`src/rtl/button_debounce_multi_pkg.sv`:
```
// Shared types for the multi-channel key front end.
// Hold-FSM state encodings and counter sizing helper.
package button_debounce_multi_pkg;

  typedef enum logic [1:0] {
    HOLD_IDLE    = 2'd0,
    HOLD_PRESSED = 2'd1,
    HOLD_LONG    = 2'd2
  } hold_st_e;

  function automatic int unsigned cnt_w(input int unsigned n);
    return $clog2(n + 1);
  endfunction

endpackage

```
`src/rtl/button_debounce_multi_ch.sv`:
```
// One key channel: 2-FF sync, counter debounce, edge pulses,
// and a hold FSM giving long-press and auto-repeat pulses.
module button_debounce_multi_ch
  import button_debounce_multi_pkg::*;
#(
  parameter int unsigned DEBOUNCE_CYCLES = 500_000,
  parameter int unsigned LONG_CYCLES     = 50_000_000,
  parameter int unsigned REPEAT_CYCLES   = 10_000_000,
  parameter bit          ACTIVE_LOW      = 1'b1
) (
  input  logic clk,
  input  logic rst_n,
  input  logic btn_i,
  output logic out_o,
  output logic pos_o,
  output logic neg_o,
  output logic held_o,
  output logic long_o,
  output logic rpt_o
);

  localparam int unsigned DW = cnt_w(DEBOUNCE_CYCLES);
  localparam int unsigned HW = cnt_w(LONG_CYCLES);
  localparam int unsigned RW = cnt_w(REPEAT_CYCLES);

  localparam logic [DW-1:0] DB_LAST = DW'(DEBOUNCE_CYCLES - 1);
  localparam logic [DW-1:0] DB_ONE  = DW'(1);
  localparam logic [HW-1:0] LG_LAST = HW'(LONG_CYCLES - 1);
  localparam logic [HW-1:0] LG_ONE  = HW'(1);
  localparam logic [RW-1:0] RP_LAST = RW'(REPEAT_CYCLES - 1);
  localparam logic [RW-1:0] RP_ONE  = RW'(1);

  logic [1:0]    sync_q;
  logic          out_q, out_d;
  logic [DW-1:0] cnt_q, cnt_d;
  logic          pos_q, pos_d;
  logic          neg_q, neg_d;
  hold_st_e      st_q, st_d;
  logic [HW-1:0] hold_q, hold_d;
  logic [RW-1:0] rpt_q, rpt_d;
  logic          held_q, held_d;
  logic          long_q, long_d;
  logic          rep_q, rep_d;
  logic          press, rel;

  always_comb begin
    out_d = out_q;
    cnt_d = '0;
    if (sync_q[1] != out_q) begin
      if (cnt_q == DB_LAST) out_d = sync_q[1];
      else                  cnt_d = cnt_q + DB_ONE;
    end
    pos_d = out_d & ~out_q;
    neg_d = ~out_d & out_q;
    press = ACTIVE_LOW ? neg_d : pos_d;
    rel   = ACTIVE_LOW ? pos_d : neg_d;
  end

  // Release takes priority over any threshold hit in the same cycle
  always_comb begin
    st_d   = st_q;
    hold_d = hold_q;
    rpt_d  = rpt_q;
    long_d = 1'b0;
    rep_d  = 1'b0;
    if (rel) begin
      st_d = HOLD_IDLE;
    end else begin
      unique case (st_q)
        HOLD_IDLE: begin
          if (press) begin
            st_d   = HOLD_PRESSED;
            hold_d = '0;
          end
        end
        HOLD_PRESSED: begin
          if (hold_q == LG_LAST) begin
            st_d   = HOLD_LONG;
            long_d = 1'b1;
            rpt_d  = '0;
          end else begin
            hold_d = hold_q + LG_ONE;
          end
        end
        HOLD_LONG: begin
          if (rpt_q == RP_LAST) begin
            rpt_d = '0;
            rep_d = 1'b1;
          end else begin
            rpt_d = rpt_q + RP_ONE;
          end
        end
        default: st_d = HOLD_IDLE;
      endcase
    end
    held_d = (st_d != HOLD_IDLE);
  end

  always_ff @(posedge clk or negedge rst_n) begin
    if (!rst_n) begin
      sync_q <= {2{ACTIVE_LOW}};
      out_q  <= ACTIVE_LOW;
      cnt_q  <= '0;
      pos_q  <= 1'b0;
      neg_q  <= 1'b0;
      st_q   <= HOLD_IDLE;
      hold_q <= '0;
      rpt_q  <= '0;
      held_q <= 1'b0;
      long_q <= 1'b0;
      rep_q  <= 1'b0;
    end else begin
      sync_q <= {sync_q[0], btn_i};
      out_q  <= out_d;
      cnt_q  <= cnt_d;
      pos_q  <= pos_d;
      neg_q  <= neg_d;
      st_q   <= st_d;
      hold_q <= hold_d;
      rpt_q  <= rpt_d;
      held_q <= held_d;
      long_q <= long_d;
      rep_q  <= rep_d;
    end
  end

  assign out_o  = out_q;
  assign pos_o  = pos_q;
  assign neg_o  = neg_q;
  assign held_o = held_q;
  assign long_o = long_q;
  assign rpt_o  = rep_q;

endmodule

```
`src/rtl/button_debounce_multi.sv`:
```
// N-channel push-button front end for the set/adjust keys.
// Channels are independent and share only clock and reset.
module button_debounce_multi
  import button_debounce_multi_pkg::*;
#(
  parameter int unsigned N_BTN           = 4,
  parameter int unsigned DEBOUNCE_CYCLES = 500_000,
  parameter int unsigned LONG_CYCLES     = 50_000_000,
  parameter int unsigned REPEAT_CYCLES   = 10_000_000,
  parameter bit          ACTIVE_LOW      = 1'b1
) (
  input  logic             clk,
  input  logic             rst,
  input  logic [N_BTN-1:0] button_in,
  output logic [N_BTN-1:0] button_out,
  output logic [N_BTN-1:0] button_posedge,
  output logic [N_BTN-1:0] button_negedge,
  output logic [N_BTN-1:0] button_held,
  output logic [N_BTN-1:0] button_long,
  output logic [N_BTN-1:0] button_repeat
);

  if (DEBOUNCE_CYCLES < 2 || REPEAT_CYCLES < 1 ||
      LONG_CYCLES <= DEBOUNCE_CYCLES) begin : g_bad_cfg
    $error("button_debounce_multi: illegal cycle parameters");
  end

  for (genvar i = 0; i < N_BTN; i++) begin : g_ch
    button_debounce_multi_ch #(
      .DEBOUNCE_CYCLES(DEBOUNCE_CYCLES),
      .LONG_CYCLES    (LONG_CYCLES),
      .REPEAT_CYCLES  (REPEAT_CYCLES),
      .ACTIVE_LOW     (ACTIVE_LOW)
    ) u_ch (
      .clk   (clk),
      .rst_n (rst),
      .btn_i (button_in[i]),
      .out_o (button_out[i]),
      .pos_o (button_posedge[i]),
      .neg_o (button_negedge[i]),
      .held_o(button_held[i]),
      .long_o(button_long[i]),
      .rpt_o (button_repeat[i])
    );
  end

endmodule
```
`config.mk`:
```
export PLATFORM = sky130hd
export DESIGN_NAME = button_debounce_multi
export DESIGN_NICKNAME = d
export VERILOG_FILES = /design/src/rtl/button_debounce_multi_pkg.sv /design/src/rtl/button_debounce_multi_ch.sv /design/src/rtl/button_debounce_multi.sv
export SDC_FILE = /design/constraint.sdc
export NUM_CORES = 1
export LEC_CHECK = 0
export ABC_AREA = 1
export CAP_MARGIN = 10
export CORE_MARGIN = 3
export CORE_UTILIZATION = 60
export CTS_CLUSTER_SIZE = 28
export DETAILED_ROUTE_END_ITERATION = 12
export PLACE_DENSITY = 0.76
export SLEW_MARGIN = 20
export SYNTH_ARGS = -nofsm -noshare
export SYNTH_HDL_FRONTEND = slang
export SYNTH_SLANG_ARGS = --single-unit
```
`constraint.sdc`:
```
create_clock -name clk -period 2.4 [get_ports clk]
set_clock_uncertainty 0.1 [all_clocks]
set_input_delay 0.48 -clock clk [delete_from_list [all_inputs] [get_ports clk]]
set_output_delay 0.48 -clock clk [all_outputs]
set_load 0.02 [all_outputs]
```
# Word-level counts from Yosys, hierarchy flattened
# Index checks and enable logic that the tools add are counted.
# W data, S select, Z words.
# op_classes
n_reduce_logical	24
muxes	80
add_sub_neg	12
bitwise	20
eq_ne	36
# op_table
operator	n
$mux W26	8
$pmux W26 S2	4
$mux W24	8
$pmux W24 S2	4
$mux W19	8
$add A26 B1 Y26 const B	4
$eq A26 B26 Y1 const B	4
$add A24 B1 Y24 const B	4
$eq A24 B24 Y1 const B	4
$add A19 B1 Y19 const B	4
$eq A19 B19 Y1 const B	4
$mux W1	32
$mux W2	12
$pmux W2 S3	4
$reduce_bool A2 Y1	12
$ne A2 B1 Y1 const B	8
$reduce_and A4 Y1	4
$not A1 Y1	12
$reduce_and A3 Y1	4
$and A1 B1 Y1	8
$eq A2 B1 Y1 const B	4
$eq A2 B2 Y1 const B	4
$logic_not A2 Y1	4
$ne A2 B2 Y1 const B	4
$ne A1 B1 Y1	4
# word_totals
register_bits	316
word_cells	216
in_bits	6

# Longest topological paths before layout
# depth
word_depth	9
ltp_mapped	13

# Cells and area by module
# From an unflattened synthesis, not the netlist that was laid out.
# hier_totals
cells_unflattened	3102
hier_area_um2	20562.2
# by_module_without_submodules
mod	area_each_um2	cells_each	instances
button_debounce_multi_ch (g_ch[0].u_ch ...)	5139.9	782	2
button_debounce_multi_ch (g_ch[1].u_ch)	5213.8	770	1
button_debounce_multi_ch (g_ch[3].u_ch)	5068.6	768	1

# Least setup slack after synthesis
# No wires, ideal clock.
# synth_path
path_kind	register -> register
from	reg g_ch[0].u_ch.cnt_q[0]
to	reg g_ch[0].u_ch.hold_q[20]
synth_period_minus_slack_ps	1923
required_ps	2183
path_slack_ps	477
arrival_time_ps	1706
path_stages_with_launch	11
path_cell_list	dfrtp_1 ha_1 nand3_2 inv_1 nand3_1 nor2_4 a21oi_2 nand3_2 buf_6 nand2_1 nand2_1
# synth_via
elab_chain_cells	7
word_cells_on_any_way	9
# synth_lines
item	line	source
start, declared	button_debounce_multi_ch.sv:35	logic [DW-1:0] cnt_q, cnt_d;
start signal, assigned	button_debounce_multi_ch.sv:115	cnt_q <= cnt_d;
$eq A19 B19 Y1 (*)	button_debounce_multi_ch.sv:50	if (cnt_q == DB_LAST) out_d = sync_q[1];
$mux W1 (*)	button_debounce_multi_ch.sv:50	
$mux W1 (*)	button_debounce_multi_ch.sv:49	if (sync_q[1] != out_q) begin
$not A1 Y1	button_debounce_multi_ch.sv:54	neg_d = ~out_d & out_q;
$and A1 B1 Y1	button_debounce_multi_ch.sv:54	
$ne A2 B1 Y1 (no source line)	n/a	
$reduce_and A4 Y1 (no source line) (*)	n/a	
end signal, assigned	button_debounce_multi_ch.sv:119	hold_q <= hold_d;
end, declared	button_debounce_multi_ch.sv:39	logic [HW-1:0] hold_q, hold_d;
# Mark *: on every way between the ends. The rest lies on a longest branch, timed or not.
# A chain may end at the register's enable or synchronous reset.

# Final worst setup path
# layout_path
from	reg g_ch[3].u_ch.out_q
to	out button_out[3]
# layout_lines
item	line	source
start, declared	button_debounce_multi_ch.sv:34	logic out_q, out_d;
start signal, assigned	button_debounce_multi_ch.sv:114	out_q <= out_d;
end, declared	button_debounce_multi.sv:15	output logic [N_BTN-1:0] button_out,
# No word-level cell between the ends.

==> metrics <==
Fin. Hold Viols 0; Setup WS post-layout 57.4 ps; Iter 0 DRT Violations 1374; relative slew slack 40.8%; cell taking the most area after synthesis dfrtp_1; CP max stage delay 670 ps; layout cells sized above 1 7.80%; Setup crit end kind output pin; Netlist cell types 45; I/O Pins 30; vias 19800; Post-DP HPWL 36800 microns; fillers 2969; cell leakage power 9.83 nW; Post-route DRC 0; Initial Utilization 61.6%; Final ANT Viol Nets 0; minimum clock period 2340 ps; Placer Congestion 0.957; sequential area share after synthesis 37.9%; Post-Layout Cell Count 3641; Max Slew Vio Count 0; CTS Buffer Depth 3; Most used DFF post-synth dfrtp_1; diode count 0; Setup WS pre-CTS 158 ps; CTS tree built; IO buf count 29; Synth area leaders dfrtp_1 (36%), nand2_1 (19%), nor2_1 (9.9%); synthesized instance count 3131; Syn-to-layout area delta 10.1%; post-synth top area share 36.4%; slowest stage cell, crit path clkdlybuf4s50_1; crit path buf inv count 1; Synthesis Warnings 0; row count 67; WP data arrival 1760 ps; async set-reset flop share out of synthesis 100%; vias in the first global route 18500; unrepaired setup endpoints after global routing no; Core ar. 0.0340 sq mm; critical path type reg2out; Die Height 193 microns; grt ovf 0; first-pass GRT wire length 87500 microns; MaxCap Viol Count 0; Setup TNS 0 ps; total clock buffers created by CTS 36; Clock Latency Late Sink 540 ps; root buf cell clkbuf_16; largest net degree at the start of global routing 64; Fmax achieved 0.427 GHz; DR WL/cell 14.1 microns; measured slew at the worst slew-check pin 885 ps; multi-input logic area 0.0113 sq mm; startpoint type of the worst setup path flip-flop; vias per inst 5.44; clock-pin slew on the worst setup and hold paths 60 ps; Die X 193 microns; Mean Syn Cell Area 6.67 sq um; WP data required 1820 ps; crit-path max FO 4; P per Cell Area 496 mW/mm^2; synthesized area 0.0209 sq mm; Final setup violation count 0; Sink Count 316; die area 0.0371 sq mm; CTS H-tree depth 2; final wirelength 51400 microns; Register Area 0.00792 sq mm; # nets final 3202; syn_nets 3164; initial antenna violation count 0; GR Util All Layers 28.1%; Seq cells post-synth 316; delay-heaviest family, CP buffers and inverters; status finished clean; drt first pass iters 6; Hold WS 248 ps; crit-path cells clkdlybuf4s50_1; min-delay worst type in2reg; Cells after DPL 3577; Post-synth EDFFs 0; period utilisation layout 97.6%; worst vdd ir 0.000551 V
-- sequential cells by signal (all words and copies together) (netlist names) --
signal,count
g_ch.u_ch.neg_o,4
g_ch.u_ch.st_q,8
g_ch.u_ch.out_o,4
g_ch.u_ch.long_o,4
g_ch.u_ch.rpt_o,4
g_ch.u_ch.hold_q,104
g_ch.u_ch.rpt_q,96
g_ch.u_ch.cnt_q,76
g_ch.u_ch.sync_q,8
g_ch.u_ch.held_o,4
g_ch.u_ch.pos_o,4
-- layout make-up --
| cell class | instances | share of cell area [%] |
|---|---|---|
| inverters | 302 | 4.93 |
| clock buffers | 50 | 4.58 |
| multi-input cells | 2428 | 49.0 |
| clock inverters | 12 | 0.821 |
| flip-flops and latches | 316 | 34.4 |
| repair buffers | 85 | 3.82 |
| well taps | 448 | 2.44 |
-- per-layer routing --
metal	GRT usage, %	part of all wire (%)	vias to the layer above
met5	0	0	-
met4	7.65	2.1	0
met3	3.56	5.4	83
met2	46.6	46	554
met1	39.1	46	9185
li1	-	-	9987
-- cell families after synthesis --
kind of cell,synth area share [%]
AOI/OAI and AO/OA,4.29
xor gates and xnor gates,3.94
adders and majority gates,1.62
buffers and inverters,8.24
DFF,37.9
and+or+nand+nor,44.0
-- path summary, 6_finish.rpt --
kind	to	cells past startpoint	startpoint	slack [ps]
max in group asynchronous	g_ch[0].u_ch.sync_q[1]$_DFF_PN1_	3	rst	1150
max reg2reg	g_ch[0].u_ch.rpt_q[0]$_DFFE_PN0P_	11	g_ch[0].u_ch.cnt_q[0]$_DFF_PN0_	190
min	g_ch[1].u_ch.sync_q[0]$_DFF_PN1_	1	button_in[1]	250
max	button_out[3]	1	g_ch[3].u_ch.out_o$_DFF_PN1_	60
min in group asynchronous	g_ch[2].u_ch.cnt_q[14]$_DFF_PN0_	2	rst	330
min reg2reg	g_ch[1].u_ch.sync_q[1]$_DFF_PN1_	0	g_ch[1].u_ch.sync_q[0]$_DFF_PN1_	250
-- report_power, final --
part | internal, mW | switching [mW]
combinational | 0.0613 | 0.159
clock | 3.60 | 2.22
sequential | 5.36 | 0.0205
-- synthesized netlist by cell type, types with 2 or more instances --
cell         n
buf_12       3
dfrtp_1    304
o21ai_0     44
dfstp_2     12
inv_1      287
nand3_2     11
xnor2_1     25
a211oi_1     2
nand3_1    224
nand2_4      2
nand2_2     27
nand3b_1     8
buf_2        9
nor3b_1      9
nand2_1   1076
xor2_1      69
or2_2       22
buf_4       36
inv_2       10
a21oi_1     31
o21a_1       2
o21ai_2     29
clkbuf_2     2
a31oi_1      3
a31o_2       2
clkinv_1     5
nor2_1     553
o21ai_1     25
nor4_1       3
ha_1        27
nor3_1      76
clkbuf_1    24
nor2_4       6
nor2_2       8
nand4_1    130
o21bai_1     8
buf_6        9
-- layout by cell type (no fill, tap or decap), types with 38 or more instances in the layout --
master	count
buf_4	43
clkbuf_16	38
dfrtp_1	303
inv_1	287
nand2_1	1076
nand3_1	224
nand4_1	130
nor2_1	552
nor3_1	76
o21ai_0	44
xor2_1	69
-- per-stage QoR --
step / util, % / cell area (sq um) / power [mW]
2_1_floorplan: - / 20900 / 5.52
3_3_place_gp: 63.9 / 21700 / 5.69
3_5_place_dp: 63.9 / 21700 / 5.70
4_1_cts: 67.6 / 23000 / 11.6
5_1_grt: 67.8 / 23000 / 11.8
6_report: 67.8 / 23000 / 11.4
-- timing repair --
item | 4_1_cts | 5_1_grt
hold buffers | 1 | 0
gates cloned | 0 | 1
setup endpoints to repair | 1 | 35
hold endpoints to repair | 34 | 0
setup buffers | 0 | 0
gates resized for setup | 1 | 5
Note: power is estimated with default switching activity, not from simulation.
